$ cat src/rtl/data_mem_arbiter_if.sv
// -----------------------------------------------------------------------------
// data_mem_arbiter_if
// Purpose : bundles the two requester ports and the memory port of the
//           data-memory arbiter so they travel as one connection.
// Ports   : r0_* / r1_*  requester handshake, store payload and response
//           mem_*        memory address/data/op and read/write strobes
//           busy         arbiter has a transaction in flight
// Modports: slave  - arbiter side (consumes requests, drives memory port)
//           master - environment side (requesters plus memory model)
// -----------------------------------------------------------------------------
interface data_mem_arbiter_if #(
    parameter int ADDR_WIDTH = 32,
    parameter int DATA_WIDTH = 32
);
    logic                  r0_valid;
    logic                  r0_ready;
    logic [ADDR_WIDTH-1:0] r0_addr;
    logic [DATA_WIDTH-1:0] r0_wdata;
    logic [2:0]            r0_op;
    logic                  r0_we;
    logic                  r0_rsp_valid;
    logic [DATA_WIDTH-1:0] r0_rsp_rdata;

    logic                  r1_valid;
    logic                  r1_ready;
    logic [ADDR_WIDTH-1:0] r1_addr;
    logic [DATA_WIDTH-1:0] r1_wdata;
    logic [2:0]            r1_op;
    logic                  r1_we;
    logic                  r1_rsp_valid;
    logic [DATA_WIDTH-1:0] r1_rsp_rdata;

    logic [ADDR_WIDTH-1:0] mem_addr;
    logic [DATA_WIDTH-1:0] mem_din;
    logic [DATA_WIDTH-1:0] mem_dout;
    logic [2:0]            mem_op;
    logic                  mem_we;
    logic                  mem_rdclk;
    logic                  mem_wrclk;
    logic                  busy;

    modport slave (
        input  r0_valid, r0_addr, r0_wdata, r0_op, r0_we,
        input  r1_valid, r1_addr, r1_wdata, r1_op, r1_we,
        input  mem_dout,
        output r0_ready, r0_rsp_valid, r0_rsp_rdata,
        output r1_ready, r1_rsp_valid, r1_rsp_rdata,
        output mem_addr, mem_din, mem_op, mem_we, mem_rdclk, mem_wrclk,
        output busy
    );

    modport master (
        output r0_valid, r0_addr, r0_wdata, r0_op, r0_we,
        output r1_valid, r1_addr, r1_wdata, r1_op, r1_we,
        output mem_dout,
        input  r0_ready, r0_rsp_valid, r0_rsp_rdata,
        input  r1_ready, r1_rsp_valid, r1_rsp_rdata,
        input  mem_addr, mem_din, mem_op, mem_we, mem_rdclk, mem_wrclk,
        input  busy
    );
endinterface

$ cat src/rtl/data_mem_arbiter.sv
// -----------------------------------------------------------------------------
// data_mem_arbiter
// Purpose : two-requester round-robin arbiter in front of a single-ported data
//           memory. One transaction at a time walks IDLE -> SETUP -> STROBE ->
//           HOLD -> RESP -> IDLE. Every output is a flop, so each observable
//           pulse trails the internal state by one cycle: the ready pulse shows
//           in the cycle the FSM sits in SETUP, the strobe one cycle after
//           STROBE, and the response one cycle after RESP.
// Ports   : clk_i   - clock, all state on the rising edge
//           rst_n_i - asynchronous active-low reset
//           bus_io  - requester and memory signals (slave modport)
// -----------------------------------------------------------------------------
module data_mem_arbiter #(
    parameter int ADDR_WIDTH = 32,
    parameter int DATA_WIDTH = 32
) (
    input  logic                 clk_i,
    input  logic                 rst_n_i,
    data_mem_arbiter_if.slave    bus_io
);

    typedef enum logic [2:0] {
        S_IDLE   = 3'd0,
        S_SETUP  = 3'd1,
        S_STROBE = 3'd2,
        S_HOLD   = 3'd3,
        S_RESP   = 3'd4
    } state_t;

    state_t                state_q, state_d;
    logic                  accept_s;
    logic                  grant_s;
    logic                  in_xfer_s;
    logic                  rsp_fire_s;
    logic [DATA_WIDTH-1:0] rsp_data_s;

    // Transaction captured at acceptance; requester inputs are ignored after.
    logic                  last_grant_q, last_grant_d;
    logic                  lat_gnt_q, lat_gnt_d;
    logic [ADDR_WIDTH-1:0] lat_addr_q, lat_addr_d;
    logic [DATA_WIDTH-1:0] lat_wdata_q, lat_wdata_d;
    logic [2:0]            lat_op_q, lat_op_d;
    logic                  lat_we_q, lat_we_d;

    // Output flops.
    logic                  r0_ready_q, r0_ready_d;
    logic                  r1_ready_q, r1_ready_d;
    logic                  r0_rsp_valid_q, r0_rsp_valid_d;
    logic                  r1_rsp_valid_q, r1_rsp_valid_d;
    logic [DATA_WIDTH-1:0] r0_rsp_rdata_q, r0_rsp_rdata_d;
    logic [DATA_WIDTH-1:0] r1_rsp_rdata_q, r1_rsp_rdata_d;
    logic [ADDR_WIDTH-1:0] mem_addr_q, mem_addr_d;
    logic [DATA_WIDTH-1:0] mem_din_q, mem_din_d;
    logic [2:0]            mem_op_q, mem_op_d;
    logic                  mem_we_q, mem_we_d;
    logic                  mem_rdclk_q, mem_rdclk_d;
    logic                  mem_wrclk_q, mem_wrclk_d;
    logic                  busy_q, busy_d;

    // Round-robin pick: under contention favour whoever was not granted last.
    always_comb begin
        grant_s = 1'b0;
        if (bus_io.r0_valid && bus_io.r1_valid) begin
            grant_s = ~last_grant_q;
        end else if (bus_io.r1_valid) begin
            grant_s = 1'b1;
        end else begin
            grant_s = 1'b0;
        end
    end

    // FSM next-state; acceptance is only possible from IDLE.
    always_comb begin
        state_d  = state_q;
        accept_s = 1'b0;
        case (state_q)
            S_IDLE: begin
                if (bus_io.r0_valid || bus_io.r1_valid) begin
                    accept_s = 1'b1;
                    state_d  = S_SETUP;
                end else begin
                    state_d  = S_IDLE;
                end
            end
            S_SETUP:  state_d = S_STROBE;
            S_STROBE: state_d = S_HOLD;
            S_HOLD:   state_d = S_RESP;
            S_RESP:   state_d = S_IDLE;
            default:  state_d = S_IDLE;
        endcase
    end

    // Capture of the granted request and next values of all output flops.
    always_comb begin
        in_xfer_s  = (state_q == S_SETUP) || (state_q == S_STROBE) || (state_q == S_HOLD);
        rsp_fire_s = (state_q == S_RESP);
        // Stores answer with zero; loads return what memory shows at end of HOLD.
        rsp_data_s = lat_we_q ? {DATA_WIDTH{1'b0}} : bus_io.mem_dout;

        last_grant_d = accept_s ? grant_s : last_grant_q;
        lat_gnt_d    = accept_s ? grant_s : lat_gnt_q;
        lat_addr_d   = accept_s ? (grant_s ? bus_io.r1_addr  : bus_io.r0_addr)  : lat_addr_q;
        lat_wdata_d  = accept_s ? (grant_s ? bus_io.r1_wdata : bus_io.r0_wdata) : lat_wdata_q;
        lat_op_d     = accept_s ? (grant_s ? bus_io.r1_op    : bus_io.r0_op)    : lat_op_q;
        lat_we_d     = accept_s ? (grant_s ? bus_io.r1_we    : bus_io.r0_we)    : lat_we_q;

        r0_ready_d = accept_s & ~grant_s;
        r1_ready_d = accept_s &  grant_s;
        busy_d     = (state_q != S_IDLE);

        // Memory fields load once in SETUP and then simply hold, which keeps
        // them stable through HOLD and leaves the last values visible in IDLE.
        mem_addr_d  = (state_q == S_SETUP) ? lat_addr_q  : mem_addr_q;
        mem_din_d   = (state_q == S_SETUP) ? lat_wdata_q : mem_din_q;
        mem_op_d    = (state_q == S_SETUP) ? lat_op_q    : mem_op_q;
        mem_we_d    = in_xfer_s ? lat_we_q : 1'b0;
        // Strobes are mutually exclusive because they decode opposite lat_we_q.
        mem_rdclk_d = (state_q == S_STROBE) & ~lat_we_q;
        mem_wrclk_d = (state_q == S_STROBE) &  lat_we_q;

        r0_rsp_valid_d = rsp_fire_s & ~lat_gnt_q;
        r1_rsp_valid_d = rsp_fire_s &  lat_gnt_q;
        r0_rsp_rdata_d = r0_rsp_valid_d ? rsp_data_s : r0_rsp_rdata_q;
        r1_rsp_rdata_d = r1_rsp_valid_d ? rsp_data_s : r1_rsp_rdata_q;
    end

    // State, capture and output registers; reset aborts any transaction at once.
    always_ff @(posedge clk_i or negedge rst_n_i) begin
        if (!rst_n_i) begin
            state_q        <= S_IDLE;
            last_grant_q   <= 1'b1;
            lat_gnt_q      <= 1'b0;
            lat_addr_q     <= {ADDR_WIDTH{1'b0}};
            lat_wdata_q    <= {DATA_WIDTH{1'b0}};
            lat_op_q       <= 3'b000;
            lat_we_q       <= 1'b0;
            r0_ready_q     <= 1'b0;
            r1_ready_q     <= 1'b0;
            r0_rsp_valid_q <= 1'b0;
            r1_rsp_valid_q <= 1'b0;
            r0_rsp_rdata_q <= {DATA_WIDTH{1'b0}};
            r1_rsp_rdata_q <= {DATA_WIDTH{1'b0}};
            mem_addr_q     <= {ADDR_WIDTH{1'b0}};
            mem_din_q      <= {DATA_WIDTH{1'b0}};
            mem_op_q       <= 3'b000;
            mem_we_q       <= 1'b0;
            mem_rdclk_q    <= 1'b0;
            mem_wrclk_q    <= 1'b0;
            busy_q         <= 1'b0;
        end else begin
            state_q        <= state_d;
            last_grant_q   <= last_grant_d;
            lat_gnt_q      <= lat_gnt_d;
            lat_addr_q     <= lat_addr_d;
            lat_wdata_q    <= lat_wdata_d;
            lat_op_q       <= lat_op_d;
            lat_we_q       <= lat_we_d;
            r0_ready_q     <= r0_ready_d;
            r1_ready_q     <= r1_ready_d;
            r0_rsp_valid_q <= r0_rsp_valid_d;
            r1_rsp_valid_q <= r1_rsp_valid_d;
            r0_rsp_rdata_q <= r0_rsp_rdata_d;
            r1_rsp_rdata_q <= r1_rsp_rdata_d;
            mem_addr_q     <= mem_addr_d;
            mem_din_q      <= mem_din_d;
            mem_op_q       <= mem_op_d;
            mem_we_q       <= mem_we_d;
            mem_rdclk_q    <= mem_rdclk_d;
            mem_wrclk_q    <= mem_wrclk_d;
            busy_q         <= busy_d;
        end
    end

    assign bus_io.r0_ready     = r0_ready_q;
    assign bus_io.r1_ready     = r1_ready_q;
    assign bus_io.r0_rsp_valid = r0_rsp_valid_q;
    assign bus_io.r1_rsp_valid = r1_rsp_valid_q;
    assign bus_io.r0_rsp_rdata = r0_rsp_rdata_q;
    assign bus_io.r1_rsp_rdata = r1_rsp_rdata_q;
    assign bus_io.mem_addr     = mem_addr_q;
    assign bus_io.mem_din      = mem_din_q;
    assign bus_io.mem_op       = mem_op_q;
    assign bus_io.mem_we       = mem_we_q;
    assign bus_io.mem_rdclk    = mem_rdclk_q;
    assign bus_io.mem_wrclk    = mem_wrclk_q;
    assign bus_io.busy         = busy_q;

endmodule

$ cat src/flat_wrapper.sv
// flat-port wrapper written by rule: the top's interface ports become plain ports
module data_mem_arbiter_flat 
#(
    parameter int ADDR_WIDTH = 32,
    parameter int DATA_WIDTH = 32
)
  (clk_i, rst_n_i, bus_io_r0_valid, bus_io_r0_addr, bus_io_r0_wdata, bus_io_r0_op, bus_io_r0_we, bus_io_r1_valid, bus_io_r1_addr, bus_io_r1_wdata, bus_io_r1_op, bus_io_r1_we, bus_io_mem_dout, bus_io_r0_ready, bus_io_r0_rsp_valid, bus_io_r0_rsp_rdata, bus_io_r1_ready, bus_io_r1_rsp_valid, bus_io_r1_rsp_rdata, bus_io_mem_addr, bus_io_mem_din, bus_io_mem_op, bus_io_mem_we, bus_io_mem_rdclk, bus_io_mem_wrclk, bus_io_busy);
  data_mem_arbiter_if #(.ADDR_WIDTH(ADDR_WIDTH), .DATA_WIDTH(DATA_WIDTH)) bus_io_i ();
  input  logic clk_i;
  input  logic rst_n_i;
  input wire logic [$bits(bus_io_i.r0_valid)-1:0] bus_io_r0_valid;
  input wire logic [$bits(bus_io_i.r0_addr)-1:0] bus_io_r0_addr;
  input wire logic [$bits(bus_io_i.r0_wdata)-1:0] bus_io_r0_wdata;
  input wire logic [$bits(bus_io_i.r0_op)-1:0] bus_io_r0_op;
  input wire logic [$bits(bus_io_i.r0_we)-1:0] bus_io_r0_we;
  input wire logic [$bits(bus_io_i.r1_valid)-1:0] bus_io_r1_valid;
  input wire logic [$bits(bus_io_i.r1_addr)-1:0] bus_io_r1_addr;
  input wire logic [$bits(bus_io_i.r1_wdata)-1:0] bus_io_r1_wdata;
  input wire logic [$bits(bus_io_i.r1_op)-1:0] bus_io_r1_op;
  input wire logic [$bits(bus_io_i.r1_we)-1:0] bus_io_r1_we;
  input wire logic [$bits(bus_io_i.mem_dout)-1:0] bus_io_mem_dout;
  output wire logic [$bits(bus_io_i.r0_ready)-1:0] bus_io_r0_ready;
  output wire logic [$bits(bus_io_i.r0_rsp_valid)-1:0] bus_io_r0_rsp_valid;
  output wire logic [$bits(bus_io_i.r0_rsp_rdata)-1:0] bus_io_r0_rsp_rdata;
  output wire logic [$bits(bus_io_i.r1_ready)-1:0] bus_io_r1_ready;
  output wire logic [$bits(bus_io_i.r1_rsp_valid)-1:0] bus_io_r1_rsp_valid;
  output wire logic [$bits(bus_io_i.r1_rsp_rdata)-1:0] bus_io_r1_rsp_rdata;
  output wire logic [$bits(bus_io_i.mem_addr)-1:0] bus_io_mem_addr;
  output wire logic [$bits(bus_io_i.mem_din)-1:0] bus_io_mem_din;
  output wire logic [$bits(bus_io_i.mem_op)-1:0] bus_io_mem_op;
  output wire logic [$bits(bus_io_i.mem_we)-1:0] bus_io_mem_we;
  output wire logic [$bits(bus_io_i.mem_rdclk)-1:0] bus_io_mem_rdclk;
  output wire logic [$bits(bus_io_i.mem_wrclk)-1:0] bus_io_mem_wrclk;
  output wire logic [$bits(bus_io_i.busy)-1:0] bus_io_busy;
  assign bus_io_i.r0_valid = bus_io_r0_valid;
  assign bus_io_i.r0_addr = bus_io_r0_addr;
  assign bus_io_i.r0_wdata = bus_io_r0_wdata;
  assign bus_io_i.r0_op = bus_io_r0_op;
  assign bus_io_i.r0_we = bus_io_r0_we;
  assign bus_io_i.r1_valid = bus_io_r1_valid;
  assign bus_io_i.r1_addr = bus_io_r1_addr;
  assign bus_io_i.r1_wdata = bus_io_r1_wdata;
  assign bus_io_i.r1_op = bus_io_r1_op;
  assign bus_io_i.r1_we = bus_io_r1_we;
  assign bus_io_i.mem_dout = bus_io_mem_dout;
  assign bus_io_r0_ready = bus_io_i.r0_ready;
  assign bus_io_r0_rsp_valid = bus_io_i.r0_rsp_valid;
  assign bus_io_r0_rsp_rdata = bus_io_i.r0_rsp_rdata;
  assign bus_io_r1_ready = bus_io_i.r1_ready;
  assign bus_io_r1_rsp_valid = bus_io_i.r1_rsp_valid;
  assign bus_io_r1_rsp_rdata = bus_io_i.r1_rsp_rdata;
  assign bus_io_mem_addr = bus_io_i.mem_addr;
  assign bus_io_mem_din = bus_io_i.mem_din;
  assign bus_io_mem_op = bus_io_i.mem_op;
  assign bus_io_mem_we = bus_io_i.mem_we;
  assign bus_io_mem_rdclk = bus_io_i.mem_rdclk;
  assign bus_io_mem_wrclk = bus_io_i.mem_wrclk;
  assign bus_io_busy = bus_io_i.busy;
  data_mem_arbiter #(.ADDR_WIDTH(ADDR_WIDTH), .DATA_WIDTH(DATA_WIDTH)) u_core (.clk_i(clk_i), .rst_n_i(rst_n_i), .bus_io(bus_io_i));
endmodule
$ cat config.mk
export PLATFORM = sky130hd
export DESIGN_NAME = data_mem_arbiter_flat
export DESIGN_NICKNAME = d
export VERILOG_FILES = /design/src/rtl/data_mem_arbiter_if.sv /design/src/rtl/data_mem_arbiter.sv /design/src/flat_wrapper.sv
export SDC_FILE = /design/constraint.sdc
export NUM_CORES = 1
export LEC_CHECK = 0
export ABC_AREA = 1
export CAP_MARGIN = 20
export CORE_UTILIZATION = 46
export DETAILED_ROUTE_END_ITERATION = 12
export PLACE_DENSITY = 0.8
export SYNTH_ARGS = -nofsm -noshare
export SYNTH_HDL_FRONTEND = slang
export SYNTH_SLANG_ARGS = --single-unit
$ cat constraint.sdc
create_clock -name clk_i -period 1.73 [get_ports clk_i]
set_input_delay 0.173 -clock clk_i [delete_from_list [all_inputs] [get_ports clk_i]]
set_output_delay 0.173 -clock clk_i [all_outputs]
set_load 0.01 [all_outputs]
Word level (Yosys, flattened, before mapping)
Cells that the tools add are included.

Output and inout bits: 139. Input bits: 172. Logic and storage cells: 52. Flip-flop bits (word level): 212.

Muxes and demuxes: 12. Eq/ne operators: 4. Reduce and logical (&&, ||, !) cells: 6. Bitwise logic cells: 10.

Operator list (number): $mux 32 (3); $pmux 3 s4 (1); $mux 1 (7); $and 1x1->1 (6); $eq 3x2->1 const B (2); $not 1->1 (4); $eq 3x1->1 const B (1); $eq 3x3->1 const B (1); $logic_not 3->1 (1); $logic_or 1x1->1 (3); $mux 3 (1); $reduce_bool 3->1 (1); $logic_and 1x1->1 (1).

Depth between registers and ports, before layout
Gate-level depths: netlist of run 1.

Word-level depth: 4. Gate-level depth with buffers: 7. Gate-level depth less buffers: 6.

Least setup slack after synthesis of run 1
OpenSTA, ideal clock, no wires.

Path kind: reg2reg. From: register u_core.last_grant_q. To: register u_core.lat_op_q[0]. Data required time: 1.614 ns. Library setup time: 0.116 ns. Cell stages (with the launch flop): 8. Setup slack: 0.476 ns. Arrival: 1.138 ns. Clock period less this slack: 1.254 ns. Buffers on the path: 2. Cells stage by stage: dfstp_2 -> nand2_1 -> buf_2 -> buf_2 -> nand3_1 -> nand2_1 -> nand2_1 -> nand2_1.

Longest elaborated chain between the ends: 3.

Ends and longest elaborated chain: start: declaration (line data_mem_arbiter.sv:38) `logic last_grant_q, last_grant_d;`; start signal: assignment (line data_mem_arbiter.sv:152) `last_grant_q <= last_grant_d;`; $not 1->1 (line data_mem_arbiter.sv:64) `grant_s = ~last_grant_q;`; $mux 1 (line data_mem_arbiter.sv:63) `if (bus_io.r0_valid && bus_io.r1_valid) begin`; $mux 3 (line data_mem_arbiter.sv:104) `lat_op_d = accept_s ? (grant_s ? bus_io.r1_op : bus_io.r0_op) : lat_op_q;`; end signal: assignment (line data_mem_arbiter.sv:156) `lat_op_q <= lat_op_d;`; end: declaration (line data_mem_arbiter.sv:42) `logic [2:0] lat_op_q, lat_op_d;`.

Every way passes these cells. A chain may end at the register's enable or synchronous reset.

Worst setup path after layout of run 1
From: register u_core.mem_din_q[12], in the netlist u_core.bus_io.mem_din[12]. To: output port bus_io_mem_din[12].

RTL lines: start: declaration (line data_mem_arbiter.sv:53) `logic [DATA_WIDTH-1:0] mem_din_q, mem_din_d;`; start signal: assignment (line data_mem_arbiter.sv:144) `mem_din_q <= {DATA_WIDTH{1'b0}};`; start signal: assignment (line data_mem_arbiter.sv:165) `mem_din_q <= mem_din_d;`; end: declaration (line flat_wrapper.sv:29) `output wire logic [$bits(bus_io_i.mem_din)-1:0] bus_io_mem_din;`.

No word-level cell between the ends.

==> results by stage, run 1 <==
Run status:
- The flow ran to the end, and the final reports show no timing, DRC or antenna violations.

CTS:
- CTS saw ~210 sinks.
- The TritonCTS clock tree is built.
- The insertion delay to the later sink of the worst-skew pair is about 0.50 ns.
- The clock edge transition at the registers on the reported setup and hold paths is about 0.06 ns.
- The clock passes through at most 3 buffers.
- The cell at the root of the clock tree is clkbuf_16.
- The number of buffers created by CTS is 22.
- The H-tree level count is 1.
- Once the clock tree was built, the setup fixing pass inserted 0 buffers.

Global route:
- Global routing used 25.1% of the available tracks.
- The remaining global-route overflow is 0.
- The via count of the first global-routing pass was just under 8000.
- Entering global routing, the biggest net connects just under 70 pins.
- The first global-routing pass estimated approximately 40000 µm of wire.
- The number of antenna violations at the first check in global routing is 1.

STA:
- The portion of the clock cycle consumed by the worst path in the final layout is between 90% and 100%.
- In the final timing run, aggregate negative setup slack is 0 ns.
- Setup repair after global routing left no endpoint under its margin.
- For the final database, setup skew stands at between 0.006 and 0.007 ns.
- The final setup violation count is 0.
- The slew at the pin closest to its max-slew limit is roughly 0.45 ns.
- The shortest period the worst path allows is ~1.6 ns.
- The count of final max-slew check failures is 0.
- The worst slew margin relative to its limit is a little over two thirds.
- The final hold violation count was 0.
- The maximum operating frequency is between 0.6 and 0.7 GHz.

Synth:
- Dividing the synthesized area by the synthesized cell count gives 8.27 µm².
- The synthesized cell area is 8940 µm².
- Synthesis produced a netlist with a net count of about 1300.
- The synthesized instance count is roughly 1100.
- The number of register bits inferred by synthesis is around 210.
- Of the synthesized area, sequential elements account for 59.4%.
- The Yosys warning count is 0.
- The fraction of post-synthesis cell area in the top cell type by area is a little under 60%.
- In this run, distinct cell masters in the synthesized netlist total 21.
- Of all cell types, the one taking the most synthesized area is dfrtp_1.
- Sorting the synthesized cells by area gives the leading types as dfrtp_1, nand2_1, o21ai_0.

Worst setup path:
- The peak per-stage delay on the critical path is approximately 0.62 ns.
- The launch point of the worst path is u_core.bus_io.mem_din[12]$_DFFE_PN0P_.
- The last element of the critical path is bus_io_mem_din[12].
- The standard cell with the maximum stage delay on the critical path is clkdlybuf4s50_1.
- For the worst setup path, the data required time is between 1.5 and 2 ns.
- The number of cells on the worst reg-to-reg path is 5.
- The number of buffers and inverters on the critical path is 1.
- The critical path goes through clkdlybuf4s50_1.
- The end of the worst register-to-register path is u_core.lat_wdata_q[26]$_DFFE_PN0P_.
- In this run the register-to-register setup slack is roughly 0.22 ns.
- The beginning of the worst register-to-register path is u_core.state_q[0]$_DFF_PN0_.
- The worst-path maximum fanout is 2.
- In this run the number of cells on the critical path is 1.
- Data arrives at the worst endpoint at ~1.5 ns.
- The class of the most critical setup path is reg2out.
- The type of origin of the critical path is a flip-flop.
- The dominant delay contributor by cell family on the critical path is buffers and inverters.
- The endpoint type of the worst setup path is a primary output.

Place:
- Detailed placement ended at an HPWL of roughly 17000 µm.
- Once placement completed, the tool counted placed cells totaling around 1600.
- The weighted congestion reported at the end of routability-driven placement is 0.869.
- The number of buffers added on ports is between 300 and 400.

Hold path:
- The min-delay analysis places its worst path in the category in2async.

Cells and area:
- The final-stage net count is 1545.
- Relative to the synthesized area, the layout overhead comes to 47.9%.
- The library cells used most frequently in the layout, excluding fill and tap cells, are nand2_1, clkdlybuf4s50_1, dfrtp_1.
- The filler cell count is around 1500.
- The commonest non-fill, non-tap cell in the layout is nand2_1.
- Of the cells placed in the final design, the portion with a size suffix greater than 1 is around 5.5%.
- Excluding fillers, the count of instances in the completed layout stands at around 1700.

Flow run:
- The number of max-capacitance violations reported is 0.

Floorplanning:
- The initial utilization of the core area, before any placement, comes to a little under half.
- The area of the die is between 15000 and 20000 µm².
- The die is 141 µm wide.
- between 300 and 400 I/O pins were placed.
- Measured along the y axis, the die boundary spans 141 µm.
- The placeable core area is between 15000 and 20000 µm².
- The floorplan has 50 rows.

Detailed routing:
- The routed layout has ~8000 vias.
- After detailed routing, the number of vias per cell comes to around 4.8.
- The final layout contains routed wiring with a total length of roughly 25000 µm.
- The number of iterations in the first detailed-routing pass is 5.
- The average routed wire per standard cell is about 15 µm.
- After the first detailed-routing iteration, the DRC count stood at between 400 and 500.
- The number of remaining DRC errors is 0.
- The detail route stage leaves a number of antenna-violating nets equal to 0.

Power and ir drop:
- The worst-case IR drop observed on VDD is between 0.9 and 1 mV.
- The total power per unit cell area is between 1500 and 2000 nW/µm².
- The post-route total power is 23.4 mW.
- The cell leakage power is 6.59 nW.
-- per-stage QoR --
step           cell area (µm²)  hold WS (ns)  utilization, %  setup slack, ns
6_report                 13200         0.199            70.0           0.0840
5_1_grt                  13200         0.232            70.0           0.0396
4_1_cts                  13200         0.199            69.9           0.0107
3_5_place_dp             12400         0.126            65.6            0.156
3_3_place_gp             12400         0.125            65.6            0.208
2_1_floorplan             8940        -0.123               -            0.476
-- power breakdown --
part           switching, mW  internal, mW
combinational           4.99          4.60
clock                   1.90          3.27
sequential              1.33          7.29
-- cells in the mapped netlist (all sizes together) --
cell / number
clkbuf: 24
o21ai: 131
clkinv: 1
buf: 43
dfrtp: 211
nor3: 2
dfstp: 1
nand3: 73
nor2: 7
nand2: 512
inv: 76
-- per-layer routing --
| layer | share of wire, % | track usage [%] | vias up |
|---|---|---|---|
| li1 | - | - | 3954 |
| met4 | 2.9 | 7.98 | 0 |
| met3 | 8.5 | 6.07 | 45 |
| met2 | 47 | 41.9 | 329 |
| met5 | 0 | 0 | - |
| met1 | 42 | 32.5 | 3649 |
-- kinds of logic after synthesis --
| family | share of synthesized area [%] |
|---|---|
| AND/OR/NAND/NOR | 26.3 |
| buffers and inverters | 6.96 |
| flip-flops | 59.4 |
| AO/OA/AOI/OAI | 7.34 |
-- sequential cells by signal (all words and copies together), names as in the netlist --
name / count
u_core.bus_io.r0_rsp_rdata: 32
u_core.bus_io.mem_rdclk: 1
u_core.bus_io.mem_addr: 32
u_core.lat_we_q: 1
u_core.bus_io.mem_we: 1
u_core.lat_op_q: 3
u_core.bus_io.r1_rsp_valid: 1
u_core.last_grant_q: 1
u_core.bus_io.mem_din: 32
u_core.bus_io.r0_rsp_valid: 1
u_core.lat_gnt_q: 1
u_core.bus_io.busy: 1
u_core.bus_io.r0_ready: 1
u_core.lat_addr_q: 32
u_core.bus_io.r1_rsp_rdata: 32
u_core.bus_io.r1_ready: 1
u_core.lat_wdata_q: 32
u_core.bus_io.mem_wrclk: 1
u_core.state_q: 3
u_core.bus_io.mem_op: 3
-- layout make-up --
| type | instances | area (µm²) | share of cell area (%) |
|---|---|---|---|
| timing repair buffer | 335 | 3450 | 26.1 |
| sequential | 212 | 5310 | 40.1 |
| inverter | 77 | 289 | 2.19 |
| antenna | 1 | 2.50 | 0.0189 |
| clock buffer | 31 | 666 | 5.04 |
| clock inverter | 9 | 145 | 1.10 |
| tap | 260 | 325 | 2.46 |
| multi-input combinational | 725 | 3030 | 22.9 |
-- what timing repair did --
| item | CTS | global route |
|---|---|---|
| endpoints found under the hold margin | 140 | 0 |
| setup endpoints to repair | 0 | 3 |
| gates resized for setup | 0 | 3 |
| hold buffers | 1 | 0 |
-- worst min path at each step --
| stage | slack (ns) | cells after the start | endpoint | from |
|---|---|---|---|---|
| floorplan | -0.12 | 0 | u_core.bus_io.busy$_DFF_PN0_ | rst_n_i |
| global placement | 0.13 | 1 | u_core.bus_io.r0_rsp_rdata[12]$_DFFE_PN0P_ | rst_n_i |
| detailed placement | 0.13 | 1 | u_core.bus_io.r0_rsp_rdata[3]$_DFFE_PN0P_ | rst_n_i |
| CTS | 0.20 | 2 | u_core.bus_io.r0_rsp_rdata[5]$_DFFE_PN0P_ | rst_n_i |
| global route | 0.23 | 2 | u_core.bus_io.r0_rsp_rdata[5]$_DFFE_PN0P_ | rst_n_i |
| finish | 0.20 | 2 | u_core.bus_io.r0_rsp_rdata[3]$_DFFE_PN0P_ | rst_n_i |
Power figures use the tool's default switching activity.
==> run 2, diff against run 1 <==
==> constraint.sdc (replaced) <==
create_clock -name clk_i -period 1.61 [get_ports clk_i]
set_input_delay 0.161 -clock clk_i [delete_from_list [all_inputs] [get_ports clk_i]]
set_output_delay 0.161 -clock clk_i [all_outputs]
set_load 0.01 [all_outputs]
==> run 2 against run 1 <==
Critical path depth unchanged. Non-clock buffer count down 2. First-iteration DRC count down 22%. Largest power group unchanged.
==> results by stage, run 2 (same netlist as run 1, synthesis figures left out) <==
STA:
- At the pin with the least slew margin, the transition time is between 0.4 and 0.5 ns.
- The final setup violation count is 0.
- The maximum operating frequency is 0.633 GHz.
- The count of final max-slew check failures is 0.
- The accumulated negative setup slack is 0 ns.
- The worst pin sits at a relative slew slack of between 60% and 70%.
- Setup repair after global routing left no endpoint under its margin.
- The portion of the clock cycle consumed by the worst path in the final layout is 98.1%.
- The final hold violation count is 0.
- The shortest period the worst path allows is 1.58 ns.
- The worst setup skew after layout is between 0.005 and 0.006 ns.

Floorplanning:
- The die covers approximately 20000 µm².
- The region available for standard cell placement spans between 15000 and 20000 µm².
- Measured along the x axis, the die boundary spans 141 µm.
- The height of the die is 141 µm.
- The number of top-level pins is ~310.
- The floorplan has 50 rows.
- Once the floorplan was initialized, standard cells occupied a little under half of the core.

Worst setup path:
- The type of origin of the critical path is a flip-flop.
- For this design, the slowest cell found on the critical path is clkdlybuf4s50_1.
- The setup path with the least slack is of type reg2out.
- The number of buffers and inverters on the critical path is 1.
- On the critical path the largest part of the delay comes from buffers and inverters.
- Data arrives at the worst endpoint at about 1.4 ns.
- The worst-path maximum fanout is 1.
- The critical path starts at u_core.bus_io.busy$_DFF_PN0_.
- The worst setup path is captured at a primary output.
- On the worst path, the slowest cell contributes a delay of a little over 0.6 ns.
- Data on the critical path is required at its endpoint by 1.45 ns.
- The critical path goes through clkdlybuf4s50_1.
- The worst register-to-register path begins at u_core.state_q[0]$_DFF_PN0_.

Run status:
- The run finished with clean final reports.

CTS:
- After clock tree synthesis, the clock-pin slew on the worst setup and hold paths is around 0.060 ns.
- The cell at the root of the clock tree is clkbuf_16.
- The number of buffers created by CTS is 22.
- The TritonCTS clock tree is built.
- The number of buffers inserted by post-CTS setup repair is 0.
- The maximum root-to-sink buffer count is 3.
- CTS built an H-tree with a depth of 1.
- The insertion delay to the later sink of the worst-skew pair is approximately 0.49 ns.
- The tree built by TritonCTS fans out to ~210 sinks.

Cells and area:
- The antenna diode instance count is 0.
- In the layout the commonest cells are nand2_1, clkdlybuf4s50_1, dfrtp_1.
- The layout has 1517 filler cells.
- The area overhead of the layout relative to synthesis is 48.2%.
- In the final layout, the share of cells above drive strength 1 is roughly 5.3%.
- The final non-filler cell area is 13200 µm².
- The commonest non-fill, non-tap cell in the layout is nand2_1.
- The final-stage net count is between 1500 and 2000.
- Once layout is complete, the utilization of the core stands at between 70% and 80%.

Hold path:
- The classification of the worst-slack hold path is in2async.

Power and ir drop:
- Across the VDD grid, the largest voltage drop is between 1 and 1.5 mV.
- The total power per unit cell area is 1860 nW/µm².
- Summed over all cells, the static leakage comes to about 6.9 nW.

Detailed routing:
- The total wirelength of the detailed-routed design is roughly 25000 µm.
- The number of routed nets with antenna violations is 0.
- The starting DRC count in detailed routing is 348.
- The number of remaining DRC errors is 0.
- After detailed routing, the average wire length per cell comes to roughly 15 µm.
- The number of iterations in the first detailed-routing pass is 6.
- The post-detailed-route via-to-cell ratio is 4.85.
- Detailed routing inserted a total of 7983 vias.

Global route:
- The first global-routing pass estimated between 40000 and 50000 µm of wire.
- The total overflow left after global routing is 0.
- The largest net degree at the start of global routing is between 60 and 70.
- The overall track demand over capacity in global routing is approximately 25%.
- The via count of the first global-routing pass is 7977.
- The number of antenna violations at the first check in global routing was 0.

Place:
- The number of buffers added on ports is between 300 and 400.
- The estimated wirelength of the detail-placed design is 17800 µm.
- After detailed placement, the total cell area comes to about 12000 µm².
- The weighted congestion reported at the end of routability-driven placement is around 0.86.

Flow run:
- Across the run, the number of max-cap violations was 0.
[run 2: cell types whose count changed in the layout (fill, tap and decap cells not counted), sizes merged]
cell | before | now
clkbuf | 31 | 33
clkdlybuf4s50 | 305 | 273
clkinvlp | 0 | 1
dlygate4sd2 | 0 | 12
dlymetal6s2s | 3 | 23
diode | 1 | 0
buf | 26 | 24
bufinv | 4 | 1
[run 2: worst reg2reg max path, delay by kind of cell (launching register included)]
family                 cells  cell delay (ns)
flip-flops                 1             0.44
AND/OR/NAND/NOR            5             0.68
buffers and inverters      1             0.29
[run 2: worst paths after layout]
path / slack, ns / end / cells after the start
worst max-delay path: 0.03 / bus_io_busy / 1
worst min-delay path: 0.20 / u_core.bus_io.r0_rsp_rdata[12]$_DFFE_PN0P_ / 2
worst max register to register: 0.14 / u_core.lat_addr_q[26]$_DFFE_PN0P_ / 6
worst min register to register: 0.48 / u_core.bus_io.mem_din[16]$_DFFE_PN0P_ / 2
max in group asynchronous: 0.77 / u_core.bus_io.mem_din[8]$_DFFE_PN0P_ / 3
min in group clk_i: 0.25 / u_core.bus_io.r0_ready$_DFF_PN0_ / 5
[run 2: metrics by stage]
stage                     total power [mW]  cells  hold slack, ns  setup slack, ns
final                                 24.7   1647           0.203           0.0310
after global routing                  26.4   1647           0.233         0.000875
after CTS                             25.0   1647           0.202         0.000737
after detailed placement              19.8   1606           0.127            0.105
after global placement                19.4   1606           0.126            0.140
after floorplan                       14.2   1081          -0.135            0.356
[run 2: power by group]
group / internal (mW) / switching [mW]
Combinational: 4.86 / 5.40
Clock: 3.13 / 2.02
Sequential: 7.84 / 1.41
Total: 15.8 / 8.83
[run 2: metal layers]
layer / global-route usage, % / share of wire, % / vias up
met4: 8.15 / 2.4 / 0
met2: 43.6 / 49 / 316
met5: 0 / 0 / -
li1: - / - / 3945
met3: 6.45 / 8.5 / 40
met1: 31.7 / 40 / 3682
[run 2: what timing repair did]
item                                    4_1_cts  5_1_grt
endpoints found under the setup margin       12       23
resized for setup                            12       23
hold buffers                                  1        0
endpoints found under the hold margin       108        0
[run 2: layout make-up]
cell class              instances  area, µm²  area share (%)
clock buffers                  33        693            5.23
clock inverters                 7       66.3           0.501
inverters                      77        289            2.18
multi-input cells             725       3030            22.9
flip-flops and latches        212       5310            40.1
well taps                     260        325            2.46
repair buffers                333       3530            26.7
